## src/rtl/lc3b_mem_port.sv

```systemverilog
// lc3b_mem_port: handshaked load/store port for the LC-3b datapath.
// Accepts one word/byte request, drives the memory bus until mem_resp,
// aligns/extends load data and holds the response until it is consumed.
// Optional build macro: MEM_PORT_TIMEOUT_EN (bounds the wait for mem_resp).
`timescale 1ns/1ps

module lc3b_mem_port #(
  parameter int unsigned DATA_W      = 16,
  parameter int unsigned ADDR_W      = 16,
  parameter int unsigned LANES       = DATA_W / 8,
  parameter int unsigned TIMEOUT_CYC = 255
) (
  input  logic              clk,
  input  logic              rst_n,
  input  logic              req_valid,
  output logic              req_ready,
  input  logic              req_write,
  input  logic              req_byte,
  input  logic [ADDR_W-1:0] req_addr,
  input  logic [DATA_W-1:0] req_wdata,
  output logic              resp_valid,
  input  logic              resp_ready,
  output logic [DATA_W-1:0] resp_rdata,
  output logic              resp_err,
  output logic [ADDR_W-1:0] mem_address,
  output logic              mem_read,
  output logic              mem_write,
  output logic [DATA_W-1:0] mem_wdata,
  output logic [LANES-1:0]  mem_byte_enable,
  input  logic [DATA_W-1:0] mem_rdata,
  input  logic              mem_resp
);

  localparam int unsigned LANE_W = $clog2(LANES);

  // Reject parameter combinations the datapath cannot represent.
  if ((DATA_W != 16 && DATA_W != 32) || TIMEOUT_CYC < 1 || TIMEOUT_CYC > 65535)
  begin : g_bad_param
    $error("lc3b_mem_port: illegal DATA_W or TIMEOUT_CYC");
  end

  typedef enum logic [1:0] {S_IDLE, S_ACCESS, S_RESP} state_e;

  state_e              state_q;
  logic                req_ready_q;
  logic                resp_valid_q;
  logic [DATA_W-1:0]   resp_rdata_q;
  logic                resp_err_q;
  logic [ADDR_W-1:0]   mem_address_q;
  logic                mem_read_q;
  logic                mem_write_q;
  logic [DATA_W-1:0]   mem_wdata_q;
  logic [LANES-1:0]    mem_be_q;
  logic [LANE_W-1:0]   lane_q;
  logic                byte_q;
  logic                write_q;

  logic [LANE_W-1:0]   lane_c;
  logic                misaligned_c;
  logic [ADDR_W-1:0]   addr_aligned_c;
  logic [LANES-1:0]    be_onehot_c;
  logic [7:0]          byte_sel_c;
  logic [DATA_W-1:0]   load_data_c;
  logic                tmo_expire_c;

  // Request decode: lane, alignment, word address and byte-lane enable.
  assign lane_c         = req_addr[LANE_W-1:0];
  assign misaligned_c   = !req_byte && (lane_c != '0);
  assign addr_aligned_c = {req_addr[ADDR_W-1:LANE_W], {LANE_W{1'b0}}};
  assign be_onehot_c    = LANES'(1) << lane_c;

  // Pick the addressed byte lane out of the returned word.
  always_comb begin
    byte_sel_c = '0;
    for (int unsigned i = 0; i < LANES; i++) begin
      if (lane_q == LANE_W'(i)) byte_sel_c = mem_rdata[8*i +: 8];
    end
    load_data_c = byte_q ? DATA_W'(byte_sel_c) : mem_rdata;
  end

`ifdef MEM_PORT_TIMEOUT_EN
  logic [15:0] tmo_cnt_q;

  // Cycles spent in ACCESS; zero on every entry.
  always_ff @(posedge clk or negedge rst_n) begin
    if (!rst_n)                  tmo_cnt_q <= '0;
    else if (state_q != S_ACCESS) tmo_cnt_q <= '0;
    else                         tmo_cnt_q <= tmo_cnt_q + 16'd1;
  end

  assign tmo_expire_c = (state_q == S_ACCESS) && (tmo_cnt_q == 16'(TIMEOUT_CYC - 1));
`else
  assign tmo_expire_c = 1'b0;
`endif

  // Port FSM with all outputs registered.
  always_ff @(posedge clk or negedge rst_n) begin
    if (!rst_n) begin
      state_q       <= S_IDLE;
      req_ready_q   <= 1'b1;
      resp_valid_q  <= 1'b0;
      resp_rdata_q  <= '0;
      resp_err_q    <= 1'b0;
      mem_address_q <= '0;
      mem_read_q    <= 1'b0;
      mem_write_q   <= 1'b0;
      mem_wdata_q   <= '0;
      mem_be_q      <= '0;
      lane_q        <= '0;
      byte_q        <= 1'b0;
      write_q       <= 1'b0;
    end else begin
      case (state_q)
        S_IDLE: begin
          if (!req_ready_q) begin
            // One settling cycle after a response keeps requests 3 cycles apart.
            req_ready_q <= 1'b1;
          end else if (req_valid) begin
            req_ready_q <= 1'b0;
            lane_q      <= lane_c;
            byte_q      <= req_byte;
            write_q     <= req_write;
            if (misaligned_c) begin
              state_q      <= S_RESP;
              resp_valid_q <= 1'b1;
              resp_err_q   <= 1'b1;
              resp_rdata_q <= '0;
            end else begin
              state_q       <= S_ACCESS;
              mem_address_q <= addr_aligned_c;
              mem_read_q    <= !req_write;
              mem_write_q   <= req_write;
              if (!req_write) begin
                mem_wdata_q <= '0;
                mem_be_q    <= '0;
              end else if (req_byte) begin
                mem_wdata_q <= {LANES{req_wdata[7:0]}};
                mem_be_q    <= be_onehot_c;
              end else begin
                mem_wdata_q <= req_wdata;
                mem_be_q    <= '1;
              end
            end
          end
        end
        S_ACCESS: begin
          if (mem_resp) begin
            state_q      <= S_RESP;
            mem_read_q   <= 1'b0;
            mem_write_q  <= 1'b0;
            resp_valid_q <= 1'b1;
            resp_err_q   <= 1'b0;
            resp_rdata_q <= write_q ? '0 : load_data_c;
          end else if (tmo_expire_c) begin
            state_q      <= S_RESP;
            mem_read_q   <= 1'b0;
            mem_write_q  <= 1'b0;
            resp_valid_q <= 1'b1;
            resp_err_q   <= 1'b1;
            resp_rdata_q <= '0;
          end
        end
        S_RESP: begin
          if (resp_ready) begin
            state_q      <= S_IDLE;
            resp_valid_q <= 1'b0;
          end
        end
        default: state_q <= S_IDLE;
      endcase
    end
  end

  assign req_ready       = req_ready_q;
  assign resp_valid      = resp_valid_q;
  assign resp_rdata      = resp_rdata_q;
  assign resp_err        = resp_err_q;
  assign mem_address     = mem_address_q;
  assign mem_read        = mem_read_q;
  assign mem_write       = mem_write_q;
  assign mem_wdata       = mem_wdata_q;
  assign mem_byte_enable = mem_be_q;

endmodule

```

## config.mk

```make
export PLATFORM = sky130hd
export DESIGN_NAME = lc3b_mem_port
export DESIGN_NICKNAME = d
export VERILOG_FILES = /design/src/rtl/lc3b_mem_port.sv
export SDC_FILE = /design/constraint.sdc
export NUM_CORES = 1
export LEC_CHECK = 0
export ABC_AREA = 0
export CORE_UTILIZATION = 49
export CTS_BUF_LIST = sky130_fd_sc_hd__clkbuf_2 sky130_fd_sc_hd__clkbuf_4 sky130_fd_sc_hd__clkbuf_8
export DETAILED_ROUTE_END_ITERATION = 8
export GPL_TIMING_DRIVEN = 0
export PLACE_DENSITY = 0.92
export SLEW_MARGIN = 10
export SYNTH_ARGS = -nofsm -noshare
export SYNTH_HDL_FRONTEND = slang
export SYNTH_SLANG_ARGS = --single-unit
```

## constraint.sdc

```tcl
create_clock -name clk -period 4.21 [get_ports clk]
set_input_delay 1.0525 -clock clk [delete_from_list [all_inputs] [get_ports clk]]
set_output_delay 1.0525 -clock clk [all_outputs]
set_load 0.005 [all_outputs]
```

==> results.sh <==
export IMPL_status="finished clean"
export IMPL_postCtsSetupRepairBufs=0
export IMPL_drcViolationCount=0
export IMPL_power_density_nw_per_um2=628
export IMPL_max_freq_ghz=0.379
export IMPL_ctsHoldBuffers=0
export IMPL_die_w_um=78.1
export IMPL_required_ns=4.42
export IMPL_cts_resized_gates=0
export IMPL_multi_input_area_um2=1190
export IMPL_netlist_area_um2=2840
export IMPL_fillers=373
export IMPL_yosysMostFrequentCell="dfrtp_1"
export IMPL_place_congestion=0.833
export IMPL_setup_viol=0
export IMPL_relSlewSlack=0.514
export IMPL_synthFlopType="dfrtp_1"
export IMPL_port_buffers=108
export IMPL_cts_root_buf="clkbuf_8"
export IMPL_synth_edff_count=0
export IMPL_start_util=0.512
export IMPL_synth_top_area_cell="dfrtp_1"
export IMPL_nets=423
export IMPL_clockBufferDepth=2
export IMPL_syn2layout_area_growth_pct=48.3
export IMPL_crit_path_start_kind="input pin"
export IMPL_fin_crit_sh=0.627
export IMPL_rsz0062_at_grt="false"
export IMPL_syn_inst=249
export IMPL_wl_per_cell_um=16.4
export IMPL_antenna_found_initial=0
export IMPL_p_leak_nw=1.81
export IMPL_critPathMaxFanout=10
export IMPL_ys_seq_elements=59
export IMPL_syn_nets=304
export IMPL_fp_row_count=27
export IMPL_firstDrtPassIters=4
export IMPL_slew_viol_final=0
export IMPL_ys_types=40
export IMPL_placed_cell_area_um2=4010
export IMPL_yosysWarningCount=0
export IMPL_worstSkewPairLatency_ns=0.33
export IMPL_async_flop_share=1.00
export IMPL_final_cell_area_um2=4210
export IMPL_dieArea_um2=6100
export IMPL_finalHoldViolations=0
export IMPL_seq_area_frac_synth=0.520
export IMPL_setup_ws_ns=1.57
export IMPL_cts_tree="yes"
export IMPL_hold_class="reg2reg"
export IMPL_min_period_ns=2.64
export IMPL_synth_commonest_cells="58 x dfrtp_1, 35 x o21ai_0, 29 x nand2_1"
export IMPL_cts_sinks=59
export IMPL_vias=2407
export IMPL_hpwl_um=5220
export IMPL_worstPathArrival_ns=2.85
export IMPL_vias_per_cell=5.42
export IMPL_grt_max_degree=60
export IMPL_grt_use_total=0.257
export IMPL_max_cap_viol_count=0
export IMPL_dieHeight_um=78.1
export IMPL_grt_pass1_vias=2495
export IMPL_coreArea_um2=5540
export IMPL_synth_top_area_share=0.511
export IMPL_synth_area_leaders="dfrtp_1 51%, mux2_2 7.9%, mux2_4 6.3%, o21ai_0 6.2%, nand2_1 3.8%"
export IMPL_io_pins=110
export IMPL_setup_worst_path_end_class="flop"
export IMPL_finalSetupTns_ns=0
export IMPL_avgSynthCellArea_um2=11.4
export IMPL_ir_drop_v=0.000346
export IMPL_grt_overflow=0
export IMPL_place_ws_ns=1.26
export IMPL_register_area_um2=1480
export IMPL_clk_pin_slew_ns=0.06
export IMPL_fin_skew_ns=0.00592
export IMPL_worst_pin_slew_ns=0.729
export IMPL_grt_pass1_wl_um=12000
export IMPL_layout_drive_gt1_share=0.183
export IMPL_cts_made_buffers=9
export IMPL_drt_iter0_drc=137
export IMPL_ant_nets=0
export IMPL_drt_total_wl_um=7300
export IMPL_diodes=0
export IMPL_cts_htree_levels=3
export IMPL_path_class="in2reg"
worst max-delay path: stages:
cell	delay [ns]
clkdlybuf4s50_1	0.58
nand2b_1	0.25
a22oi_4	0.39
buf_6	0.22
mux2_2	0.36
sequential cells by signal (all words and copies together) (netlist names), 2 cells and up:
name,count
state_q,2
mem_byte_enable,2
mem_address,15
resp_rdata,16
mem_wdata,16
path summary, 6_finish.rpt:
check,startpoint,endpoint,cells past startpoint,slack [ns]
setup / recovery,req_addr[0],resp_rdata[6],5,1.57
setup reg to reg,state_q[0],resp_rdata[6],5,2.38
hold / removal,resp_rdata[7],resp_rdata[7],1,0.49
min in group asynchronous,rst_n,mem_address[10],1,0.79
max in group asynchronous,rst_n,mem_wdata[11],1,2.94
hold reg to reg,resp_rdata[7],resp_rdata[7],1,0.49
placed cells by master, fill, tap and decap left out, drive strengths merged, types with 2 or more instances in the layout:
master | Yosys | layout
nand2b | 3 | 3
buf | 8 | 9
clkdlybuf4s50 | 0 | 107
clkbuf | 13 | 26
nand2 | 29 | 29
mux2 | 33 | 33
o21ai | 35 | 35
nor2 | 3 | 3
dfrtp | 58 | 58
nor3b | 2 | 2
nand3 | 8 | 8
a21bo | 8 | 8
a211o | 2 | 2
mux2i | 8 | 8
inv | 9 | 9
nor4b | 2 | 2
a22oi | 4 | 4
a21oi | 9 | 9
per-layer routing:
metal  vias up  global-route usage  routed length, um
met2       132               0.431               3510
met5         -                   0                  0
met4         0              0.0833                 97
li1       1102                   -                  -
met3        11              0.0814                673
met1      1162               0.315               3010
kinds of logic after synthesis:
group,share of synthesized area
AO/OA/AOI/OAI,0.139
flip-flops,0.520
AND/OR/NAND/NOR,0.104
multiplexers,0.175
buffers and inverters,0.0599
other,0.00132
final cells by class:
type	instances	share of cell area
buffer	21	0.0324
clock buffer	13	0.0395
clock inverter	2	0.00832
inverter	9	0.00803
multi-input combinational	160	0.283
sequential	59	0.351
tap	72	0.0214
timing repair buffer	108	0.256
metrics by stage:
stage	hold WS [ns]	power, mW	std cells	utilization
after floorplan	0.479	1.50	249	-
after global placement	0.476	2.07	429	0.724
after detailed placement	0.479	2.12	429	0.723
after CTS	0.493	2.65	444	0.760
after global routing	0.516	2.80	444	0.760
final	0.493	2.64	444	0.760
power breakdown:
part / leakage, nW / switching, mW / internal (mW) / total [mW]
Clock: 0.106 / 0.209 / 0.315 / 0.524
Sequential: 0.754 / 0.135 / 0.799 / 0.934
Combinational: 0.953 / 0.467 / 0.718 / 1.18
Total: 1.81 / 0.810 / 1.83 / 2.64
Power figures use the tool's default switching activity.
